<file path="src/rtl/obc_dft_pkg.sv">
// Shared constants and state encoding for the OBC 16-point DFT datapath.
// Consumed by obc_shift_accumulator and obc_acc_sat.
package obc_dft_pkg;

  localparam int DW      = 32;
  localparam int NBITS   = 16;
  localparam int AW      = 48;
  localparam int SLICE_W = $clog2(NBITS);

  typedef enum logic [1:0] {
    IDLE,
    ACCUM,
    HOLD
  } state_t;

  // Sign-extend a DW-bit two's complement word to the accumulator width.
  function automatic logic signed [AW-1:0] sext_dw(input logic [DW-1:0] v);
    return {{(AW-DW){v[DW-1]}}, v};
  endfunction

endpackage

</file>
<file path="src/rtl/obc_acc_sat.sv">
// Combinational clamp of an AW-bit signed sum to the signed DW range.
// Only instantiated when OBC_ACC_SAT_EN is defined.
module obc_acc_sat
  import obc_dft_pkg::*;
(
  input  logic [AW-1:0] sum,
  output logic [AW-1:0] clamped,
  output logic          sat
);

  localparam logic [AW-1:0] MAX_VAL = {{(AW-DW+1){1'b0}}, {(DW-1){1'b1}}};
  localparam logic [AW-1:0] MIN_VAL = {{(AW-DW+1){1'b1}}, {(DW-1){1'b0}}};

  // The sum fits in DW bits iff every bit from DW-1 upward equals the sign.
  logic [AW-DW:0] upper;
  assign upper = sum[AW-1:DW-1];

  always_comb begin
    clamped = sum;
    sat     = 1'b0;
    if (!(&upper) && (|upper)) begin
      sat     = 1'b1;
      clamped = sum[AW-1] ? MIN_VAL : MAX_VAL;
    end
  end

endmodule

</file>
<file path="src/rtl/obc_shift_accumulator.sv">
// Bit-serial shift-accumulate stage after the OBC ROM/sign-combine stage.
// Optional output clamp to the DW range is enabled by defining OBC_ACC_SAT_EN.
module obc_shift_accumulator
  import obc_dft_pkg::*;
(
  input  logic               clk,
  input  logic               rst,
  input  logic               start,
  input  logic [DW-1:0]      offset,
  input  logic               in_valid,
  input  logic [DW-1:0]      romout,
  output logic               m_out,
  output logic [SLICE_W-1:0] slice_idx,
  output logic               busy,
  output logic               out_valid,
  input  logic               out_ready,
  output logic [AW-1:0]      result,
  output logic               sat
);

  state_t state, state_next;

  logic signed [AW-1:0] acc;
  logic        [DW-1:0] offset_reg;

  logic begin_xfer;
  logic take_slice;
  logic last_slice;
  logic release_out;

  logic signed [AW-1:0] acc_next;
  logic signed [AW-1:0] final_sum;
  logic        [AW-1:0] final_word;

  // The MSB slice carries negative weight; the ROM stage needs m on it.
  assign m_out = (state == ACCUM) && (slice_idx == '0);
  assign busy  = (state != IDLE);

  assign acc_next  = (acc <<< 1) + sext_dw(romout);
  assign final_sum = acc_next + sext_dw(offset_reg);

`ifdef OBC_ACC_SAT_EN
  logic final_sat;
  logic sat_q;

  obc_acc_sat u_sat (
    .sum     (final_sum),
    .clamped (final_word),
    .sat     (final_sat)
  );

  assign sat = sat_q;
`else
  assign final_word = final_sum;
  assign sat        = 1'b0;
`endif

  // NOTE: sequential state is updated with non-blocking assignments so every
  // register samples the pre-edge values, independent of block ordering.
  always_ff @(posedge clk) begin
    if (rst) state <= IDLE;
    else     state <= state_next;
  end

  // NOTE: every output of this block gets a default first, so no path can
  // leave a signal unassigned and infer a latch.
  always_comb begin
    state_next  = state;
    begin_xfer  = 1'b0;
    take_slice  = 1'b0;
    last_slice  = 1'b0;
    release_out = 1'b0;
    case (state)
      IDLE: begin
        if (start) begin
          begin_xfer = 1'b1;
          state_next = ACCUM;
        end
      end
      ACCUM: begin
        if (in_valid) begin
          take_slice = 1'b1;
          if (slice_idx == SLICE_W'(NBITS-1)) begin
            last_slice = 1'b1;
            state_next = HOLD;
          end
        end
      end
      HOLD: begin
        if (out_ready) begin
          release_out = 1'b1;
          begin_xfer  = start;
          state_next  = start ? ACCUM : IDLE;
        end
      end
      default: state_next = IDLE;
    endcase
  end

  always_ff @(posedge clk) begin
    if (rst) begin
      acc        <= '0;
      offset_reg <= '0;
      slice_idx  <= '0;
      result     <= '0;
      out_valid  <= 1'b0;
`ifdef OBC_ACC_SAT_EN
      sat_q      <= 1'b0;
`endif
    end else begin
      if (release_out) out_valid <= 1'b0;

      if (begin_xfer) begin
        acc        <= '0;
        slice_idx  <= '0;
        offset_reg <= offset;
      end else if (take_slice) begin
        if (last_slice) begin
          result    <= final_word;
          out_valid <= 1'b1;
          slice_idx <= '0;
`ifdef OBC_ACC_SAT_EN
          sat_q     <= final_sat;
`endif
        end else begin
          acc       <= acc_next;
          slice_idx <= slice_idx + 1'b1;
        end
      end
    end
  end

endmodule

</file>
<file path="config.mk">
export PLATFORM = sky130hd
export DESIGN_NAME = obc_shift_accumulator
export DESIGN_NICKNAME = d
export VERILOG_FILES = /design/src/rtl/obc_dft_pkg.sv /design/src/rtl/obc_acc_sat.sv /design/src/rtl/obc_shift_accumulator.sv
export SDC_FILE = /design/constraint.sdc
export NUM_CORES = 1
export LEC_CHECK = 0
export ABC_AREA = 1
export CAP_MARGIN = 0
export CORE_ASPECT_RATIO = 1.75
export CORE_MARGIN = 1.5
export CORE_UTILIZATION = 40
export CTS_BUF_LIST = sky130_fd_sc_hd__clkbuf_4 sky130_fd_sc_hd__clkbuf_8
export DETAILED_ROUTE_END_ITERATION = 10
export MAX_ROUTING_LAYER = met4
export SYNTH_ARGS = -nofsm -noshare
export SYNTH_HDL_FRONTEND = slang
export SYNTH_SLANG_ARGS = --single-unit
</file>
<file path="constraint.sdc">
create_clock -name clk -period 6.73 [get_ports clk]
set_clock_uncertainty 0.15 [all_clocks]
set_input_delay 0.673 -clock clk [delete_from_list [all_inputs] [get_ports clk]]
set_output_delay 0.673 -clock clk [all_outputs]
set_load 0.02 [all_outputs]
</file>
==> results.yml <==
flow_run:
  maxCapViolations: 0
clock_tree:
  hold_buffers: 0
  cts_resized: 0
  cts_tree: "done"
  cts-htree-levels: 4
  cts_setup_buffers: 0
  cts.sinks: 134
  cts.path.max_buffers: 2
  path_clk_slew_ns: 0.09
  cts_buffers: 17
  worstSkewPairLatency_ns: 0.49
  root_buffer: "clkbuf_8"
drt:
  remaining_drc_errors: 0
  num_vias: 13980
  wirelength_mm: 52.09
  drt_iter0_markers: 794
  via_per_inst: 5.304
  wl_per_cell_um: 19.77
  dr.pass1.iters: 6
  drtAntennaViolNets: 0
floorplanning:
  dieWidth_um: 135.6
  start_util_pct: 40.81
  core_region_area_sq_mm: 0.03016
  dieArea_sq_mm: 0.03188
  std_cell_rows: 84
  die_h_um: 235.1
  num_io_pins: 125
grt:
  grt_pass1_vias: 14120
  antenna_found_initial: 0
  grt_use_total_pct: 34.26
  grt_overflow_total: 0
  grt_pass1_wl_mm: 78.52
  grt_max_degree: 45
min_path:
  hp-class: "register to register"
  hold_depth: 2
power_and_ir_drop:
  vdd.ir_drop.worst_uv: 123.2
  power.density_mw_per_mm2: 177.1
  power_frac_seq_pct: 33.3
  p_int_uw: 1472
  p_sw_share_pct: 41.94
  p_leak_uw: 0.007547
  p_comb_share_pct: 38.0
  power_frac_clock_pct: 28.7
  p_sw_uw: 1063
sta:
  tightest_slew_ns: 1.148
  fmax_ghz: 0.1679
  holdWs_ns: 0.3228
  rsz0062_at_grt: "false"
  period_share_pct: 88.52
  final_hold_viol_count: 0
  relSlewSlack_pct: 23.39
  setup_tns_ns: 0
  fin_crit_ns: 5.957
  setup_viol: 0
  drv_slew: 0
yosys:
  synthCells: 2124
  syn-num-nets: 2291
  syn_avg_cell_area_sq_um: 5.796
  synth_seq_area_share_pct: 21.79
  ys_ff_latch: 134
  synth_edf_count: 0
  synthFlopType: "dfxtp_1"
  synth_warnings: 0
  syn-cell-area_sq_mm: 0.01231
  async_reset_ff_share_pct: 0
  ys_types: 42
worst_setup_path:
  r2r_end: "result[47]"
  r2r_slack_ns: 1.48
  cp.arrival_ns: 6.19
  reg2regPathDepth: 20
  path_max_fanout: 12
  critPathRequiredTime_ns: 6.97
  r2r-start: "acc[25]"
  cp-start-kind: "input port"
  end_kind: "register"
  critPathKind: "input port to register"
  crit_end: "result[47]"
  worstSetupStartpoint: "romout[31]"
layout:
  largest_reg_flops: 48
  finalNetCount: 2402
  postLayoutCoreUtil_pct: 47.45
  drive_gt1_share_pct: 3.870
  antenna_cells: 0
  syn_to_final_growth_pct: 16.26
place:
  port_buffers: 123
  dpl.hpwl_mm: 43.61
  finalWeightedCongestion: 1.040
status:
  status: "finished, final reports clean"
-- through the flow --
stage / power, uW / std cells / cell area, sq um / worst slack (ns)
2_1_floorplan: 1480 / 2124 / 12310 / 3.042
3_3_place_gp: 1812 / 2603 / 13910 / 0.5144
3_5_place_dp: 1809 / 2603 / 13910 / 0.5415
4_1_cts: 2541 / 2635 / 14310 / 1.074
5_1_grt: 2686 / 2635 / 14310 / 0.4898
6_report: 2534 / 2635 / 14310 / 0.7727
-- layout by cell type, fill, tap and decap left out, drive strengths merged, types with 2 or more instances in the layout --
cell / n
a21oi: 134
nor4: 3
dfxtp: 134
xor2: 38
nand2: 521
a21o: 9
fa: 2
inv: 331
o21ai: 155
a211oi: 2
clkinvlp: 3
o21bai: 31
nand3: 129
nand3b: 3
clkinv: 4
clkdlybuf4s50: 123
bufinv: 2
buf: 9
or2: 3
nor3: 20
and2: 5
ha: 96
o211ai: 5
xnor2: 5
clkbuf: 19
nor2: 421
nand4: 35
-- power by group through the flow --
stage	Combinational, uW	Clock [uW]	Sequential (uW)
final	963	728	843
after global placement	951	0	861
after global routing	1070	773	847
after CTS	952	746	843
after detailed placement	947	0	862
after floorplan	626	0	854
-- synthesized netlist by cell type (6+ instances only) --
| cell | n | share of area (%) |
|---|---|---|
| nand2_1 | 513 | 16 |
| nor2_1 | 410 | 13 |
| inv_1 | 322 | 9.8 |
| dfxtp_1 | 134 | 22 |
| a21oi_1 | 130 | 5.3 |
| o21ai_0 | 130 | 5.3 |
| nand3_1 | 123 | 5.0 |
| ha_1 | 96 | 9.8 |
| xor2_1 | 38 | 2.7 |
| nand4_1 | 35 | 1.8 |
| o21bai_1 | 31 | 1.9 |
| o21ai_1 | 24 | 0.98 |
| clkbuf_1 | 19 | 0.58 |
| buf_2 | 16 | 0.65 |
| nor3_1 | 12 | 0.49 |
| a21o_1 | 9 | 0.55 |
| nand2_2 | 8 | 0.41 |
| nor2_2 | 7 | 0.36 |
| nor3_2 | 7 | 0.57 |
| nand3_2 | 6 | 0.49 |
-- kinds of logic after synthesis --
kind of cell,synth area share [%]
XOR/XNOR,3.059
AO/OA/AOI/OAI,14.96
adder cells (fa/ha/maj),10.08
AND/OR/NAND/NOR,38.59
buffers and inverters,11.48
other,0.03046
flip-flops,21.79
-- how the worst min path moves through the flow --
stage	startpoint	end	slack [ns]
2_1_floorplan	acc[0]	acc[0]	0.29
3_3_place_gp	acc[2]	acc[2]	0.30
3_5_place_dp	acc[0]	acc[0]	0.31
4_1_cts	acc[0]	acc[0]	0.32
5_1_grt	acc[3]	acc[3]	0.34
6_report	acc[0]	acc[0]	0.32
-- final cells by class --
class	instances	area, sq um
sequential	134	2683
clock inverter	13	147.6
clock buffer	19	255.2
timing repair buffer	132	1299
multi-input combinational	1623	8217
tap	387	484.2
inverter	327	1227
fill	3297	15850
-- per-layer routing --
metal	vias up	track usage, %	wire, um
met4	0	29.00	5233
met1	6416	33.14	18790
met2	408	59.56	26270
li1	6973	-	-
met5	-	-	0
met3	180	4.099	1799
-- worst max-delay path: stages --
cell and delay [ns]:
clkdlybuf4s50_1 0.70, buf_4 0.32, ha_1 0.38, nand2_1 0.12, nor2_1 0.15, inv_1 0.11, nor3_1 0.60, nand3b_1 0.45
nand4_1 0.23, nand2_1 0.12, ha_1 0.41, nand2_1 0.18, nor3_2 0.24, nand2_1 0.16, nor2_1 0.20, nand2_1 0.10
a21oi_1 0.48, nor2_1 0.19, nand3_1 0.13, nand3_1 0.11, nand2_1 0.09, inv_1 0.04
(Power assumes the default switching activity.)
==> edit 1 (same settings) <==
Encoding of `state_t`: now one-hot (3 bits for 3 states).
--- a/src/rtl/obc_dft_pkg.sv
+++ b/src/rtl/obc_dft_pkg.sv
@@ -9,6 +9,6 @@
 
-  typedef enum logic [1:0] {
-    IDLE,
-    ACCUM,
-    HOLD
+  typedef enum logic [2:0] {
+    IDLE  = 3'b001,
+    ACCUM = 3'b010,
+    HOLD  = 3'b100
   } state_t;
Check against the original RTL: no difference found for any inputs over 10 cycles, from zero or initial values and one cycle with rst high; not proved beyond that.
==> edit 1 against the unedited design <==
  * Sequential share of layout area up 0.21 points
  * Total power shrank 3.9%
  * First-iteration DRC count increased by 1.1%
  * Design area is 0.38% lower
  * Synthesized area is 0.10% lower
  * Utilization is 0.18 points lower
  * Sequential cell count grew 1
  * Combinational power is 11% lower
  * Routed wire length increased by 1.0%
  * Worst setup slack better by 0.32 ns
  * Critical endpoint unchanged
  * Largest cell class unchanged
==> edit 1: results (changes against the unedited design) <==
final setup fails=0 (unchanged); worst vdd ir=154 uV (+25%); post-synthesis sequential area ratio=22.0% (+0.18 points); routed wire length=52600 um (+1.0%); Setup WS pre-CTS=0.576 ns (+0.0350 ns); outcome=completed; clock buffer depth=2 (unchanged); met3 usage=3.37% (-0.73 points); clk root buf=clkbuf_8; largest net degree at the start of global routing=55 (+22%); Ys Warns=0 (unchanged); TritonCTS buffer count=17 (unchanged); max FFs per register=48 (unchanged); GP Congestion=1.04 (+0.26%); global-route track usage on met2=61.6% (+2.0 points); PortBufs=123 (unchanged); initial antenna violation count=0 (unchanged); slowest stage cell, crit path=clkdlybuf4s50_1; all-layer global routing usage=34.5% (+0.23 points); Synth top cells by count=nand2_1, nor2_1, inv_1, nand3_1, a21oi_1; Post-CTS Setup Bufs=0 (unchanged); clock-pin slew on the worst setup and hold paths=0.09 ns (about the same); Filler cells=3346 (+1.5%); clock latency at the later pin of the worst-skew pair=0.51 ns (+0.02 ns); H-tree Lvls=4 (unchanged); Worst EP arrival=5.90 ns (-0.29 ns); Lkg Pwr=7.48 nW (-0.89%); Pre-antenna DRT Iters=9 (+3); ys flop type=dfxtp_1; vias in the first global route=14240 (+0.87%); share of cells above drive strength 1=2.57% (-1.3 points); # diodes=0 (unchanged); leading cell types by total area after synthesis=dfxtp_1, nand2_1, nor2_1; Hold Path Depth=2 (unchanged); Netlist cell types=38 (-9.5%); Max stage delay on crit path=0.80 ns (+0.10 ns); CTS resizes=0 (unchanged); vias per cell=5.34 (+0.75%); hpwl dp=43800 um (+0.38%); FFs w/ async S/R, synth=0% (unchanged); DR iter-0 viols=803 (+1.1%); first-pass GRT wire length=79300 um (+0.96%); Worst-Margin Slew=0.999 ns (-0.149 ns); Crit Path Max Fanout=17 (+5); cells on worst reg2reg path=20 (unchanged); post-synth net total=2300 (+0.39%); nets=2409 (+0.29%); Largest delay share family, worst path=simple AND/OR/NAND/NOR gates; Worst Hold Class=reg -> reg; met1 usage=33.2% (+0.057 points)
edit 1: changes by cell type in the layout (fill, tap and decap cells not counted), moves of 8 or more:
cell	delta
nand3_1	+27
nand2_1	+22
o21ai_0	-21
nor2_1	-9
a21oi_1	+8
nand2_2	-8
nor3_1	+8
edit 1: power breakdown:
group          switching, mW  total, mW  internal, mW
sequential            0.0256      0.853         0.828
clock                  0.421      0.728         0.307
combinational          0.578      0.854         0.276
total                   1.03       2.44          1.41
edit 1: cell families after synthesis:
logic type,count (synthesis),synth area share (%)
and+or+nand+nor,1164,38.8
buffers and inverters,364,11.5
AOI/OAI and AO/OA,327,14.4
DFF,135,22.0
adders and majority gates,98,10.1
xor gates and xnor gates,44,3.13
other,1,0.0305
edit 1: per-stage QoR:
step | hold slack (ns) | total power [mW] | instances | cell area (um2) | util [%]
final | 0.325 | 2.44 | 2642 | 14300 | 47.3
after global routing | 0.367 | 2.57 | 2642 | 14300 | 47.3
after CTS | 0.324 | 2.44 | 2642 | 14300 | 47.3
after detailed placement | 0.309 | 1.71 | 2610 | 13900 | 46.0
after global placement | 0.304 | 1.71 | 2610 | 13900 | 46.0
after floorplan | 0.295 | 1.42 | 2133 | 12300 | -
edit 1: metal layers:
| layer | part of all wire (%) | wire length (um) |
|---|---|---|
| met1 | 35 | 18700 |
| met5 | 0 | 0 |
| met2 | 52 | 27300 |
| met3 | 3.4 | 1800 |
| met4 | 9.3 | 4870 |
edit 1: cell type report:
type                    count  share of cell area, %
multi-input cells        1634                   57.4
flip-flops and latches    135                   19.0
repair buffers            129                   8.95
inverters                 325                   8.56
well taps                 387                   3.40
clock buffers              17                   1.64
clock inverters            15                   1.13
edit 1: final timing paths:
path / startpoint / to / slack (ns)
max reg2reg: acc[27] / result[47] / 1.65
min: acc[0] / acc[0] / 0.33
min reg2reg: acc[0] / acc[0] / 0.33
max: romout[31] / result[47] / 1.09
edit 1: worst reg2reg max path, delay by kind of cell (launching register included):
kind,cells,cell delay (ns)
flops,1,0.33
buf+inv,1,0.04
fa+ha+maj,2,0.88
simple gates,16,3.31
compound gates,1,0.28
==> edit 2 (same settings) <==
Made on the original files. Set the package constant `AW` to 72 (it was 48).
--- a/src/rtl/obc_dft_pkg.sv
+++ b/src/rtl/obc_dft_pkg.sv
@@ -6,3 +6,3 @@
   localparam int NBITS   = 16;
-  localparam int AW      = 48;
+  localparam int AW      = 72;
   localparam int SLICE_W = $clog2(NBITS);
Ports: changed (resized result); port bits go from 125 to 149. No check against the original RTL was run, so the function may have changed too.
==> edit 2 against the unedited design <==
  * Synthesized area rose by 48%
  * Design area rose by 45%
  * Routed wire length rose by 59%
  * Worst setup slack got worse by 0.29 ns
  * Critical path type unchanged
  * Total power rose by 38%
  * Synthesized cell count rose by 48%
  * Combinational power rose by 57%
  * Sequential power rose by 34%
  * Final cell count rose by 46%
  * Largest power group unchanged
  * Sequential cell count rose by 48
==> edit 2: results (changes against the unedited design) <==
Filler cells=4994 (+51%); Multi-In Gates=2409 (+48%); post-synthesis sequential area ratio=20.0% (-1.8 points); sequential portion of the cell area=17.6% (-1.1 points); DR iter-0 viols=1437 (+81%); FFs w/ async S/R, synth=0% (unchanged); nets=3474 (+45%); initial antenna violation count=2 (+2); Signal buffers=160 (+21%); Crit Path Max Fanout=5 (-7); vias in the first global route=20690 (+47%); metal2 WL=42900 um (+63%); Post-CTS Setup Bufs=0 (unchanged); clock-pin slew on the worst setup and hold paths=0.13 ns (+0.04 ns); GP Congestion=1.07 (+3.0%); PortBufs=147 (+20%); vias per cell=5.41 (+2.0%); Netlist cell types=52 (+24%); leading cell types by total area after synthesis=dfxtp_1, nor2_1, nand2_1; worst vdd ir=111 uV (-9.7%); hold violation count in the final report=0 (unchanged); met1 usage=35.9% (+2.7 points); FF+latch count=182 (+36%); routed wire length=82800 um (+59%); met3 usage=2.58% (-1.5 points); Max stage delay on crit path=0.55 ns (-0.15 ns); # diodes=1 (+1); slowest stage cell, crit path=nand4_1; first-pass GRT wire length=122000 um (+55%); highest metal used=met4; Lkg Pwr=10.0 nW (+33%); multi-input combinational area share=60.4% (+3.0 points); Pre-antenna DRT Iters=5 (-1); global-route track usage on met2=66.2% (+6.7 points); CLK BUF=18 (-1); Largest delay share family, worst path=simple AND/OR/NAND/NOR gates; all-layer global routing usage=36.4% (+2.1 points); Non-clock buffer share=7.60% (-1.5 points); Synth top cells by count=nor2_1, nand2_1, inv_1, o21ai_0, a21oi_1; Slew HR=21.0% (-2.4 points); largest net degree at the start of global routing=86 (+91%); hpwl dp=70700 um (+62%); outcome=completed; clock tree cell share of total cell area=2.04% (-0.78 points); max FFs per register=72 (+50%); Setup WS pre-CTS=0.0660 ns (-0.475 ns); routed wl met3=2560 um (+42%); clock latency at the later pin of the worst-skew pair=0.56 ns (+0.07 ns); post-synth net total=3350 (+46%); Non-clk invs=490 (+50%); Worst EP arrival=6.55 ns (+0.36 ns); CTS resizes=0 (unchanged); clk root buf=clkbuf_8; WL met1=30300 um (+62%); share of cells above drive strength 1=5.13% (+1.3 points); TritonCTS buffer count=17 (unchanged); Ys Warns=0 (unchanged)
-- edit 2: cell count changes after synthesis, moves of 47 or more --
cell     unedited run  this run
a21oi_1           130       255
dfxtp_1           134       182
ha_1               96       143
inv_1             322       477
nand2_1           513       575
nor2_1            410       660
o21ai_0           130       256
-- edit 2: kinds of logic after synthesis --
logic type | count (synthesis) | share of synthesized area, %
AO/OA/AOI/OAI | 636 | 19.1
XOR/XNOR | 76 | 3.73
adder cells (fa/ha/maj) | 145 | 10.0
buffers and inverters | 545 | 11.6
flip-flops | 182 | 20.0
other | 1 | 0.0206
AND/OR/NAND/NOR | 1551 | 35.6
-- edit 2: worst paths after layout --
check                                   to  cells after the start       from  slack [ns]
worst min register to register   out_valid                      2  out_valid        0.34
worst max-delay path            result[66]                     26  romout[1]        0.48
worst min-delay path             out_valid                      2  out_valid        0.34
worst max register to register  result[66]                     25     acc[0]        0.70
-- edit 2: worst min-delay path: stages (launching register included) --
cell and delay (ns):
dfxtp_1 0.33, o31ai_1 0.06, a21oi_1 0.06
-- edit 2: where the power goes --
part | leakage [nW] | internal [mW] | total, mW | switching [mW]
sequential | 1.48 | 1.11 | 1.13 | 0.0230
clock | 0.208 | 0.296 | 0.839 | 0.543
combinational | 8.35 | 0.446 | 1.51 | 1.07
total | 10.0 | 1.85 | 3.49 | 1.64
-- edit 2: per-stage QoR --
| step | utilization, % | area (um2) | power, mW | instances |
|---|---|---|---|---|
| 3_3_place_gp | 44.9 | 20300 | 2.64 | 3818 |
| 5_1_grt | 45.9 | 20700 | 3.67 | 3851 |
| 4_1_cts | 45.9 | 20700 | 3.48 | 3850 |
| 6_report | 45.9 | 20700 | 3.49 | 3851 |
| 3_5_place_dp | 44.9 | 20300 | 2.64 | 3818 |
| 2_1_floorplan | - | 18200 | 2.11 | 3136 |
